## config.mk

```make
export PLATFORM = sky130hd
export DESIGN_NAME = lock_attempt_controller_flat
export DESIGN_NICKNAME = d
export VERILOG_FILES = /design/src/rtl/lock_attempt_controller_if.sv /design/src/rtl/lock_attempt_controller.sv /design/src/flat_wrapper.sv
export SDC_FILE = /design/constraint.sdc
export NUM_CORES = 1
export LEC_CHECK = 0
export ABC_AREA = 1
export CAP_MARGIN = 20
export CORE_MARGIN = 5
export CORE_UTILIZATION = 55
export DETAILED_ROUTE_END_ITERATION = 12
export PLACE_DENSITY_LB_ADDON = 0.08
export SYNTH_ARGS = -nofsm -noshare
export SYNTH_HDL_FRONTEND = slang
export SYNTH_SLANG_ARGS = --single-unit
```

## constraint.sdc

```tcl
create_clock -name clk -period 2 [get_ports clk]
set_input_delay 0.2 -clock clk [delete_from_list [all_inputs] [get_ports clk]]
set_output_delay 0.2 -clock clk [all_outputs]
set_load 0.005 [all_outputs]
```

## src/rtl/lock_attempt_controller_if.sv

```systemverilog
// Handshake bundle between the lock supervisor and the keypad checker / user buttons.
// The supervisor uses the master view; the keypad side uses the slave view.
interface lock_attempt_controller_if #(
  parameter int ATT_W = 4
);
  logic             equals_in;
  logic             door_status_correct;
  logic             door_status_incorrect;
  logic             equals_out;
  logic             kp_reset;
  logic             unlock;
  logic             locked_out;
  logic [ATT_W-1:0] attempts_left;
  logic             alarm;

  modport master (
    input  equals_in,
    input  door_status_correct,
    input  door_status_incorrect,
    output equals_out,
    output kp_reset,
    output unlock,
    output locked_out,
    output attempts_left,
    output alarm
  );

  modport slave (
    output equals_in,
    output door_status_correct,
    output door_status_incorrect,
    input  equals_out,
    input  kp_reset,
    input  unlock,
    input  locked_out,
    input  attempts_left,
    input  alarm
  );
endinterface

```

## src/rtl/lock_attempt_controller.sv

```systemverilog
// Supervisory sequencer for the dorm-lock keypad: unlock window, failure count, timed lockout.
// Optional feature: define ALARM_EN to drive alarm during lockout and after each non-final failure.
module lock_attempt_controller #(
  parameter int MAX_ATTEMPTS   = 3,
  parameter int LOCKOUT_CYCLES = 1000,
  parameter int UNLOCK_CYCLES  = 500,
  parameter int TMR_W          = 16,
  parameter int ATT_W          = 4
) (
  input  logic                       clk,
  input  logic                       reset,
  lock_attempt_controller_if.master  bus
);

  typedef enum logic [1:0] {
    IDLE    = 2'd0,
    CLEAR   = 2'd1,
    UNLOCK  = 2'd2,
    LOCKOUT = 2'd3
  } state_t;

  localparam logic [ATT_W-1:0] MAX_A    = ATT_W'(MAX_ATTEMPTS);
  localparam logic [ATT_W-1:0] ONE_A    = ATT_W'(1);
  localparam logic [TMR_W-1:0] ONE_T    = TMR_W'(1);
  localparam logic [TMR_W-1:0] UNL_LOAD = TMR_W'(UNLOCK_CYCLES - 1);
  localparam logic [TMR_W-1:0] LCK_LOAD = TMR_W'(LOCKOUT_CYCLES - 1);

  state_t           state, state_nxt;
  logic [ATT_W-1:0] fail_cnt, fail_cnt_nxt;
  logic [TMR_W-1:0] tmr, tmr_nxt;

  always_ff @(posedge clk or posedge reset) begin
    if (reset) begin
      state    <= IDLE;
      fail_cnt <= '0;
      tmr      <= '0;
    end else begin
      state    <= state_nxt;
      fail_cnt <= fail_cnt_nxt;
      tmr      <= tmr_nxt;
    end
  end

  // Status levels are only honoured in IDLE; correct beats incorrect when both are up.
  always_comb begin
    state_nxt    = state;
    fail_cnt_nxt = fail_cnt;
    tmr_nxt      = tmr;
    case (state)
      IDLE: begin
        if (bus.door_status_correct) begin
          state_nxt    = UNLOCK;
          tmr_nxt      = UNL_LOAD;
          fail_cnt_nxt = '0;
        end else if (bus.door_status_incorrect) begin
          if (fail_cnt == MAX_A - ONE_A) begin
            state_nxt    = LOCKOUT;
            tmr_nxt      = LCK_LOAD;
            fail_cnt_nxt = MAX_A;
          end else begin
            state_nxt    = CLEAR;
            fail_cnt_nxt = fail_cnt + ONE_A;
          end
        end
      end
      CLEAR: begin
        state_nxt = IDLE;
      end
      UNLOCK: begin
        if (tmr == '0) begin
          state_nxt = CLEAR;
        end else begin
          tmr_nxt = tmr - ONE_T;
        end
      end
      LOCKOUT: begin
        if (tmr == '0) begin
          state_nxt    = CLEAR;
          fail_cnt_nxt = '0;
        end else begin
          tmr_nxt = tmr - ONE_T;
        end
      end
      default: begin
        state_nxt = IDLE;
      end
    endcase
  end

  // Keypad is held in reset in every state except IDLE, so it is clean on return.
  always_comb begin
    bus.equals_out = 1'b0;
    bus.kp_reset   = 1'b1;
    bus.unlock     = 1'b0;
    bus.locked_out = 1'b0;
    bus.alarm      = 1'b0;
    case (state)
      IDLE: begin
        bus.equals_out = bus.equals_in;
        bus.kp_reset   = 1'b0;
      end
      UNLOCK:  bus.unlock     = 1'b1;
      LOCKOUT: bus.locked_out = 1'b1;
      default: ;
    endcase
`ifdef ALARM_EN
    // fail_cnt is zero in CLEAR after an unlock or lockout expiry, non-zero only after a plain failure.
    bus.alarm = (state == LOCKOUT) || ((state == CLEAR) && (fail_cnt != '0));
`endif
  end

  assign bus.attempts_left = MAX_A - fail_cnt;

endmodule

```

## src/flat_wrapper.sv

```systemverilog
// flat-port wrapper written by rule: the top's interface ports become plain ports
module lock_attempt_controller_flat 
#(
  parameter int MAX_ATTEMPTS   = 3,
  parameter int LOCKOUT_CYCLES = 1000,
  parameter int UNLOCK_CYCLES  = 500,
  parameter int TMR_W          = 16,
  parameter int ATT_W          = 4
)
  (clk, reset, bus_equals_in, bus_door_status_correct, bus_door_status_incorrect, bus_equals_out, bus_kp_reset, bus_unlock, bus_locked_out, bus_attempts_left, bus_alarm);
  lock_attempt_controller_if #(.ATT_W(ATT_W)) bus_i ();
  input  logic clk;
  input  logic reset;
  input wire logic [$bits(bus_i.equals_in)-1:0] bus_equals_in;
  input wire logic [$bits(bus_i.door_status_correct)-1:0] bus_door_status_correct;
  input wire logic [$bits(bus_i.door_status_incorrect)-1:0] bus_door_status_incorrect;
  output wire logic [$bits(bus_i.equals_out)-1:0] bus_equals_out;
  output wire logic [$bits(bus_i.kp_reset)-1:0] bus_kp_reset;
  output wire logic [$bits(bus_i.unlock)-1:0] bus_unlock;
  output wire logic [$bits(bus_i.locked_out)-1:0] bus_locked_out;
  output wire logic [$bits(bus_i.attempts_left)-1:0] bus_attempts_left;
  output wire logic [$bits(bus_i.alarm)-1:0] bus_alarm;
  assign bus_i.equals_in = bus_equals_in;
  assign bus_i.door_status_correct = bus_door_status_correct;
  assign bus_i.door_status_incorrect = bus_door_status_incorrect;
  assign bus_equals_out = bus_i.equals_out;
  assign bus_kp_reset = bus_i.kp_reset;
  assign bus_unlock = bus_i.unlock;
  assign bus_locked_out = bus_i.locked_out;
  assign bus_attempts_left = bus_i.attempts_left;
  assign bus_alarm = bus_i.alarm;
  lock_attempt_controller #(.MAX_ATTEMPTS(MAX_ATTEMPTS), .LOCKOUT_CYCLES(LOCKOUT_CYCLES), .UNLOCK_CYCLES(UNLOCK_CYCLES), .TMR_W(TMR_W), .ATT_W(ATT_W)) u_core (.clk(clk), .reset(reset), .bus(bus_i));
endmodule
```

==> tab_implementation.tex <==
\begin{tabular}{lr}
\hline
Metric & Value \\
\hline
\multicolumn{2}{l}{\textbf{Floorplanning}} \\
\quad Number of I/O pins & 14 \\
\quad Die Height & 61.8 um \\
\quad Die Area & 3810 um2 \\
\quad Placement row count & 18 \\
\quad Initial core utilization & between 50\% and 60\% \\
\quad Area of the core & 2520 um2 \\
\quad Die extent in x & approximately 62 um \\
\multicolumn{2}{l}{\textbf{Clocking}} \\
\quad Clock tree from TritonCTS & built \\
\quad Post-CTS Hold Buffers & 0 \\
\quad Root Driver & sky130\_fd\_sc\_hd\_\_clkbuf\_4 \\
\quad Number of sinks driven by the clock tree & 22 \\
\quad H-tree Lvls & 1 \\
\quad Post-cts resize count & 0 \\
\quad Worst-Skew Late Latency & 310 ps \\
\quad Buffer depth of the longest clock path & 2 \\
\quad \# Post-CTS Setup Buffers & 0 \\
\quad Clock slew seen by the registers of the worst setup and hold paths & between 100 and 150 ps \\
\quad CTS Buf Count & 3 \\
\multicolumn{2}{l}{\textbf{Power}} \\
\quad PD cells & roughly 410 nW/um2 \\
\quad Leak Pwr & 0.793 nW \\
\quad Worst-case vdd ir drop & about 330 uV \\
\multicolumn{2}{l}{\textbf{STA}} \\
\quad Minimum clock period after layout & between 1500 and 2000 ps \\
\quad \# setup viols final & 0 \\
\quad Pins over their slew limit & 0 \\
\quad Maximum clock skew at final layout & $\sim$5.5 ps \\
\quad RSZ-0062 raised after global routing & false \\
\quad Crit share post-route & around 92\% \\
\quad Max frequency & 0.544 GHz \\
\quad Final sum of negative setup slack & 0 ps \\
\quad Count of endpoints failing hold in the final timing report & 0 \\
\multicolumn{2}{l}{\textbf{Critical path}} \\
\quad Top fanout value on the critical path & 4 \\
\quad Startpoint class of the critical path & flip-flop \\
\quad Data arrival time at the worst-slack endpoint & roughly 1600 ps \\
\quad Critical Path End Type & primary output \\
\quad Type of the worst setup path & flip-flop to primary output \\
\quad Required time of the worst setup path & between 1500 and 2000 ps \\
\multicolumn{2}{l}{\textbf{Synthesis}} \\
\quad Top cell type by total area after synthesis & sky130\_fd\_sc\_hd\_\_dfrtp\_1 \\
\quad Synth top area share & 37.4\% \\
\quad Cell count after synthesis & between 200 and 250 \\
\quad Count of flip-flops with a built-in enable after synthesis & 0 \\
\quad Post-synth cell types & 25 \\
\quad Combinational family with the most area after synthesis & simple AND/OR/NAND/NOR gates \\
\quad Number of nets produced by synthesis & 224 \\
\quad Share of the synthesized area in compound gates (AO/OA/AOI/OAI) & 9.17\% \\
\quad Seq/Total Area, Yosys & approximately 37\% \\
\quad Post-synthesis xor/xnor area fraction & 2.38\% \\
\quad Simple-gate portion of the synthesized area & 37.1\% \\
\quad Total of warnings raised by yosys & 0 \\
\quad Total standard cell area after synthesis & roughly 1500 um2 \\
\quad Fraction of registers with async set/reset & between 90\% and 100\% \\
\quad Share of cell area taken by muxes after synthesis & 0\% \\
\quad Synth Register Bits & 22 \\
\quad Largest cells by area after synthesis & sky130\_fd\_sc\_hd\_\_dfrtp\_1 37\%, sky130\_fd\_sc\_hd\_\_nand2\_1 16\%, sky130\_fd\_sc\_hd\_\_nor2\_1 8.4\% \\
\quad Most used flip-flop cell after synthesis & sky130\_fd\_sc\_hd\_\_dfrtp\_1 \\
\quad Average footprint of a synthesized cell & roughly 7 um2 \\
\quad Area share of fa/ha/maj cells after synthesis & $\sim$3.4\% \\
\multicolumn{2}{l}{\textbf{Layout}} \\
\quad Leading cell type in the layout, fill and taps excluded & sky130\_fd\_sc\_hd\_\_nand2\_1 \\
\quad Layout cell share with drive strength beyond 1 & 7.93\% \\
\quad Post-synthesis to final-layout area growth & 10.9\% \\
\quad Layout Cells excl Fill & between 200 and 300 \\
\quad N\_diodes & 0 \\
\quad Cell area after layout & roughly 1600 um2 \\
\quad Most used cells in the layout excluding fill and tap cells & 62 x sky130\_fd\_sc\_hd\_\_nand2\_1, 32 x sky130\_fd\_sc\_hd\_\_nor2\_1, 27 x sky130\_fd\_sc\_hd\_\_inv\_1 \\
\quad Number of nets in the final layout & about 240 \\
\quad Fill cell count & 198 \\
\multicolumn{2}{l}{\textbf{Routing}} \\
\quad Total number of vias & 1389 \\
\quad Post-DR vias/cell & 5.40 \\
\quad Number of detailed-route iterations in the first pass & 4 \\
\quad DRC viols & 0 \\
\quad Per-cell routed wire length & approximately 13 um \\
\quad Final routed wirelength across all metal layers & around 3200 um \\
\quad Detail Route Antenna Nets & 0 \\
\quad DR iter-0 viols & 82 \\
\multicolumn{2}{l}{\textbf{GRT}} \\
\quad Via count of the first global-routing pass & between 1000 and 1500 \\
\quad Antenna violations before repair & 0 \\
\quad Global-route usage over all layers & approximately 20\% \\
\quad Gr ovfl total & 0 \\
\quad Largest net degree at the start of global routing & 23 \\
\quad Global-route wire length before repair & around 5600 um \\
\multicolumn{2}{l}{\textbf{Placement}} \\
\quad Placed Instances & roughly 250 \\
\quad Placer Congestion & 0.873 \\
\quad Buffers added on ports & 12 \\
\quad Dpl hpwl & 2480 um \\
\quad Instance area after placement & approximately 1600 um2 \\
\multicolumn{2}{l}{\textbf{Outcome}} \\
\quad Status & complete, no violations \\
\multicolumn{2}{l}{\textbf{Worst hold path}} \\
\quad Tightest Hold Check Type & primary input to async pin \\
\multicolumn{2}{l}{\textbf{Job}} \\
\quad Max capacitance violation total & 0 \\
\hline
\end{tabular}
[synthesized netlist by cell type, types with 3 or more instances]
cell	number
sky130_fd_sc_hd__ha_1	4
sky130_fd_sc_hd__xor2_1	4
sky130_fd_sc_hd__o21ai_0	12
sky130_fd_sc_hd__nand4_1	3
sky130_fd_sc_hd__o21ai_1	9
sky130_fd_sc_hd__nand3_1	18
sky130_fd_sc_hd__nor2_1	33
sky130_fd_sc_hd__inv_1	27
sky130_fd_sc_hd__nand2_1	63
sky130_fd_sc_hd__dfrtp_1	22
[final cells by class]
type                       instances  area (um2)  area share (%)
multi-input combinational        160         776            47.5
timing repair buffer              14         135            8.27
sequential                        22         551            33.7
clock buffer                       3        22.5            1.38
inverter                          28         113            6.89
tap                               30        37.5            2.30
[worst max-delay path, cell delays in order (launching register included)]
cell and delay, ps:
sky130_fd_sc_hd__dfrtp_1 430, sky130_fd_sc_hd__nor2_2 190, sky130_fd_sc_hd__inv_1 100, sky130_fd_sc_hd__nor2_1 90
sky130_fd_sc_hd__clkdlybuf4s50_1 510
[registers in the layout, indices dropped and copies added, names as in the netlist]
signal and count:
u_core.tmr 16, u_core.fail_cnt 4, u_core.state 2
[kinds of logic after synthesis]
kind of cell / Yosys count
simple gates: 126
buf+inv: 33
compound gates: 25
flops: 22
xor+xnor: 4
fa+ha+maj: 4
other cells: 1
[routing by layer]
| metal | vias to the layer above | routed length, um | GRT usage, % | share of wire [%] |
|---|---|---|---|---|
| met2 | 29 | 1550 | 33.9 | 48 |
| met4 | 0 | 59 | 8.18 | 1.8 |
| met3 | 6 | 121 | 2.48 | 3.7 |
| met5 | - | 0 | 0 | 0 |
| li1 | 697 | - | - | - |
| met1 | 657 | 1510 | 25.1 | 47 |
[path summary, 6_finish.rpt]
check	cells past startpoint	to	slack, ps	start
worst min-delay path	3	u_core.fail_cnt[1]$_DFFE_PP0P_	230	reset
worst max register to register	11	u_core.tmr[14]$_DFFE_PP0P_	210	u_core.tmr[0]$_DFFE_PP0P_
worst min register to register	2	u_core.tmr[15]$_DFFE_PP0P_	530	u_core.tmr[15]$_DFFE_PP0P_
worst max-delay path	4	bus_equals_out	160	u_core.state[1]$_DFFE_PP0P_
max in group asynchronous	3	u_core.tmr[13]$_DFFE_PP0P_	1540	reset
min in group clk	2	u_core.tmr[15]$_DFFE_PP0P_	530	u_core.tmr[15]$_DFFE_PP0P_
[power by group]
group	switching, W	internal (W)	total, W
clock	0.000133	0.0000704	0.000203
sequential	0	0.000445	0.000445
combinational	0.0000129	0.00000902	0.0000220
total	0.000146	0.000524	0.000670
[through the flow]
step                total power [W]  worst slack (ps)  utilization, %  hold WS [ps]
floorplan                  0.000464               421               -           189
global placement           0.000475               294            63.5           492
detailed placement         0.000476               198            63.5           501
CTS                        0.000679              69.9            64.4           223
global route               0.000697              24.8            64.8           263
finish                     0.000670               163            64.8           230
(Power assumes the default switching activity.)
==> variant 1, RTL diff (same settings) <==
Build with the macro `ALARM_EN` defined.
--- a/src/rtl/lock_attempt_controller.sv
+++ b/src/rtl/lock_attempt_controller.sv
@@ -1,5 +1,7 @@
 // Supervisory sequencer for the dorm-lock keypad: unlock window, failure count, timed lockout.
 // Optional feature: define ALARM_EN to drive alarm during lockout and after each non-final failure.
+`define ALARM_EN
+
 module lock_attempt_controller #(
   parameter int MAX_ATTEMPTS   = 3,
   parameter int LOCKOUT_CYCLES = 1000,
Function: changed (Yosys sat finds a counterexample within 4 cycles, from zero or initial values and one cycle with reset high).
==> variant 1 against the unedited design <==
  * Combinational power increased by 7%
  * Design area grew 5.7%
  * Power up 0.26%
  * Synthesized area up 5.7%
  * Sequential cell count unchanged
  * Wire length increased by 5.9%
  * Fmax down 2.2%
  * Critical path depth stayed put
  * Setup slack worse by 41 ps
  * Via count increased by 4.5%
  * Largest cell class unchanged
==> variant 1: results (changes against the unedited design) <==
[global_routing]
track_usage_pct=17.9  ; was 19.8%
grtUsageMet3_pct=3.37  ; was 2.48%
grt_use_met2_pct=27.2  ; was 33.9%
grt_max_degree=24  ; was 23
grt_pass1_wl_mm=5.88  ; was 5.64 mm
antenna_found_initial=0  ; unchanged
grt_pass1_vias=1286  ; was 1330
grtUsageMet1_pct=25.8  ; was 25.1%

[setup_path]
reg2reg_from=u_core.tmr[0]$_DFFE_PP0P_  ; unchanged
rrSetupSlack_ps=360  ; was 210 ps
worstRegToRegCells=8  ; was 11
r2r-end=u_core.tmr[0]$_DFFE_PP0P_  ; was u_core.tmr[14]$_DFFE_PP0P_
crit_fanout=6  ; was 4
crit_path_start=u_core.fail_cnt[0]$_DFFE_PP0P_  ; was u_core.state[1]$_DFFE_PP0P_
critPathCapture=bus_alarm  ; was bus_equals_out
crit_arrival_ps=1680  ; was 1640 ps

[placement]
place_congestion=0.970  ; was 0.873
placement.io_buffers=13  ; was 12
dp_hpwl_mm=2.65  ; was 2.48 mm
place_ws_ps=230  ; was 198 ps
placed_cell_area_mm2=0.00170  ; was 0.00160 mm2

[power_and_ir_drop]
p_int_w=0.000524  ; about the same
max-vdd-ir-drop_mv=0.425  ; was 0.330 mV
power.total_w=0.000672  ; was 0.000670 W
seq-power_w=0.000445  ; about the same
power.leakage_nw=0.852  ; was 0.793 nW
p_comb_share_pct=3.5  ; was 3.3%

[drt]
vias=1451  ; was 1389
wl_mm=3.43  ; was 3.24 mm
dr.pass1.iters=4  ; unchanged
drt_iter0_drc=77  ; was 82

[timing]
worst_pin_slew_ps=368
fin_skew_ps=16.9  ; was 5.52 ps
layout_min_cycle_time_ps=1880  ; was 1840 ps

[logic_synthesis]
synthTopCellsByCount=nand2_1, nor2_1, inv_1  ; unchanged
ys_seq_area_share_pct=35.3  ; was 37.4%
synthesis.nets=240  ; was 224
synth_area_leaders=dfrtp_1, nand2_1, nor2_1  ; unchanged
ys_types=25  ; unchanged
avgSynthCellArea_um2=6.77  ; was 6.86 um2

[cells_and_area]
drive_gt1_share_pct=7.82  ; was 7.93%
nets=255  ; was 238
finalNonFillerCells=274  ; was 257
n_antenna_cell=0  ; unchanged

[clock_tree]
clk_latency_ps=310  ; about the same
clk_pin_slew_ps=130
cts_buffer_depth=2  ; unchanged
h-tree-depth=1  ; unchanged

[status]
status=finished clean  ; unchanged

-- variant 1: what timing repair did --
item                                    in CTS  in global routing
endpoints found under the setup margin       0                  3
hold endpoints to repair                     0                  0
gates resized for setup                      0                  4
-- variant 1: per-layer routing --
metal  share of wire, %  wire length (um)
met1                 47              1630
met2                 46              1580
met3                4.5               153
met4                1.9                66
met5                  0                 0
-- variant 1: final cells by class --
class / count / area, um2
clock buffers: 3 / 22.5
fillers: 248 / 1010
inverters: 29 / 109
multi-input cells: 173 / 850
flip-flops and latches: 22 / 556
well taps: 31 / 38.8
repair buffers: 16 / 153
-- variant 1: logic make-up (layout without fill, tap and decap cells) --
kind of cell / Yosys count / in the layout / share of synthesized area (%)
xor gates and xnor gates: 5 / 5 / 2.81
AOI/OAI and AO/OA: 22 / 22 / 7.39
adders and majority gates: 5 / 5 / 4.02
DFF: 22 / 22 / 35.3
buffers and inverters: 35 / 48 / 10.1
and+or+nand+nor: 141 / 141 / 40.3
-- variant 1: worst min-delay path by stage --
stage                                              start                             end  slack (ps)  depth (start not counted)
after floorplan                                    reset  u_core.fail_cnt[0]$_DFFE_PP0P_         190                          1
after global placement    u_core.fail_cnt[3]$_DFFE_PP0P_  u_core.fail_cnt[3]$_DFFE_PP0P_         490                          2
after detailed placement  u_core.fail_cnt[3]$_DFFE_PP0P_  u_core.fail_cnt[3]$_DFFE_PP0P_         480                          2
after CTS                                          reset      u_core.tmr[10]$_DFFE_PP0P_         210                          3
after global routing                               reset      u_core.tmr[10]$_DFFE_PP0P_         230                          3
final                                              reset       u_core.tmr[3]$_DFFE_PP0P_         200                          3
-- variant 1: worst max-delay path, stage by stage, from the launching register on --
cell,delay [ps]
dfrtp_2,430
inv_1,80
ha_1,200
a31oi_1,160
clkdlybuf4s50_1,520
==> variant 2, RTL diff (config.mk and constraints unchanged) <==
Made on the original files. Encoding of `state_t`: now Gray code (2 bits for 4 states).
--- a/src/rtl/lock_attempt_controller.sv
+++ b/src/rtl/lock_attempt_controller.sv
@@ -13,10 +13,10 @@
 );
 
   typedef enum logic [1:0] {
-    IDLE    = 2'd0,
-    CLEAR   = 2'd1,
-    UNLOCK  = 2'd2,
-    LOCKOUT = 2'd3
+    IDLE    = 2'b00,
+    CLEAR   = 2'b01,
+    UNLOCK  = 2'b11,
+    LOCKOUT = 2'b10
   } state_t;
 
   localparam logic [ATT_W-1:0] MAX_A    = ATT_W'(MAX_ATTEMPTS);
Check against the original RTL: same outputs for any inputs over 10 cycles, from zero or initial values and one cycle with reset high; not proved beyond that.
==> variant 2 against the unedited design <==
  * Hold slack lost 17 ps
  * Count of clock-buffer cells in the layout rose by 1
  * Sequential cell count unchanged
  * Fmax fell by 1.9%
  * Design area barely moved
  * Largest power group unchanged
  * Setup slack got worse by 36 ps
  * Largest cell class unchanged
  * Wire length fell by 3.4%
  * First-iteration DRC count is 7.3% lower
  * Non-clock buffer count did not move
  * Power up 7.5%
  * Final cell count up 1.6%
  * Synthesized area shrank 0.42%
  * Core utilization about the same
==> variant 2: results (changes against the unedited design) <==
[status]
status=finished clean  ; unchanged

[placement]
dp_hpwl_mm=2.47  ; was 2.48 mm
placement.io_buffers=12  ; unchanged
dpl.cell_count=257  ; was 254
place_ws_ps=318  ; was 198 ps

[setup_path]
reg2reg_from=u_core.fail_cnt[0]$_DFFE_PP0P_  ; was u_core.tmr[0]$_DFFE_PP0P_
crit_arrival_ps=1670  ; was 1640 ps
r2r-end=u_core.tmr[11]$_DFFE_PP0P_  ; was u_core.tmr[14]$_DFFE_PP0P_
worstRegToRegCells=8  ; was 11

[power_and_ir_drop]
max-vdd-ir-drop_mv=0.342  ; was 0.330 mV
power.leakage_nw=0.810  ; was 0.793 nW

[drt]
drt_iter0_drc=76  ; was 82
routedWlPerCell_um=12.0  ; was 12.6 um
viasPerCell=5.25  ; was 5.40
dr_wl_met2_mm=1.50  ; was 1.55 mm
wl_mm=3.13  ; was 3.24 mm

[global_routing]
grt_pass1_wl_mm=5.55  ; was 5.64 mm
grt_pass1_vias=1293  ; was 1330
grt_max_degree=23  ; unchanged

[logic_synthesis]
ys_seq_area_share_pct=37.5  ; was 37.4%
ys_types=26  ; was 25
synthesis.nets=227  ; was 224
synthTopCellsByCount=nand2_1, nor2_1, inv_1  ; unchanged
synth_area_leaders=dfrtp_1, nand2_1, nand3_1  ; was dfrtp_1, nand2_1, nor2_1
netlist_instances=218  ; was 215

[timing]
min_period_over_period_pct=93.6  ; was 91.9%
fin_skew_ps=3.89  ; was 5.52 ps

[cells_and_area]
nets=241  ; was 238

==> variant 2: cell types whose count changed after synthesis, sizes merged <==
cell | before | now
o21ai | 23 | 13
nand3 | 20 | 25
inv | 28 | 32
xor2 | 4 | 1
a21oi | 1 | 3
nand2 | 67 | 68
nand3b | 0 | 1
nor3 | 1 | 2
o21bai | 0 | 1
o31ai | 1 | 0
or2 | 0 | 1
xnor2 | 0 | 1
==> variant 2: final cells by class <==
cell class              count  area [um2]
flip-flops and latches     22         551
well taps                  30        37.5
inverters                  32         123
clock buffers               4        36.3
multi-input cells         159         753
fillers                   238         887
repair buffers             14         135
==> variant 2: cells by family after synthesis <==
family / Yosys count / share of synthesized area (%)
and+or+nand+nor: 135 / 40.5
buffers and inverters: 37 / 11.2
DFF: 22 / 37.5
AOI/OAI and AO/OA: 17 / 5.97
adders and majority gates: 4 / 3.41
xor gates and xnor gates: 2 / 1.19
other: 1 / 0.256
==> variant 2: routing by layer <==
layer / global-route usage, % / vias to the layer above
met4: 2.73 / 0
met3: 3.14 / 4
li1: - / 704
met2: 32.4 / 31
met5: 0 / -
met1: 26.7 / 632
==> variant 2: through the flow <==
stage	cell area (um2)	hold WS [ps]
after floorplan	1470	189
after global placement	1600	508
after detailed placement	1600	503
after CTS	1640	221
after global routing	1640	255
final	1640	212
==> variant 2: worst max-delay path, delay by kind of cell, from the launching register on <==
kind / cells / cell delay, ps
flops: 1 / 460
buf+inv: 2 / 580
simple gates: 2 / 320
==> variant 2: power by group <==
group	internal [W]	total, W	switching, W	leakage [nW]
sequential	0.000445	0.000445	0	0.241
combinational	0.00000924	0.0000225	0.0000132	0.548
clock	0.000111	0.000253	0.000142	0.0210
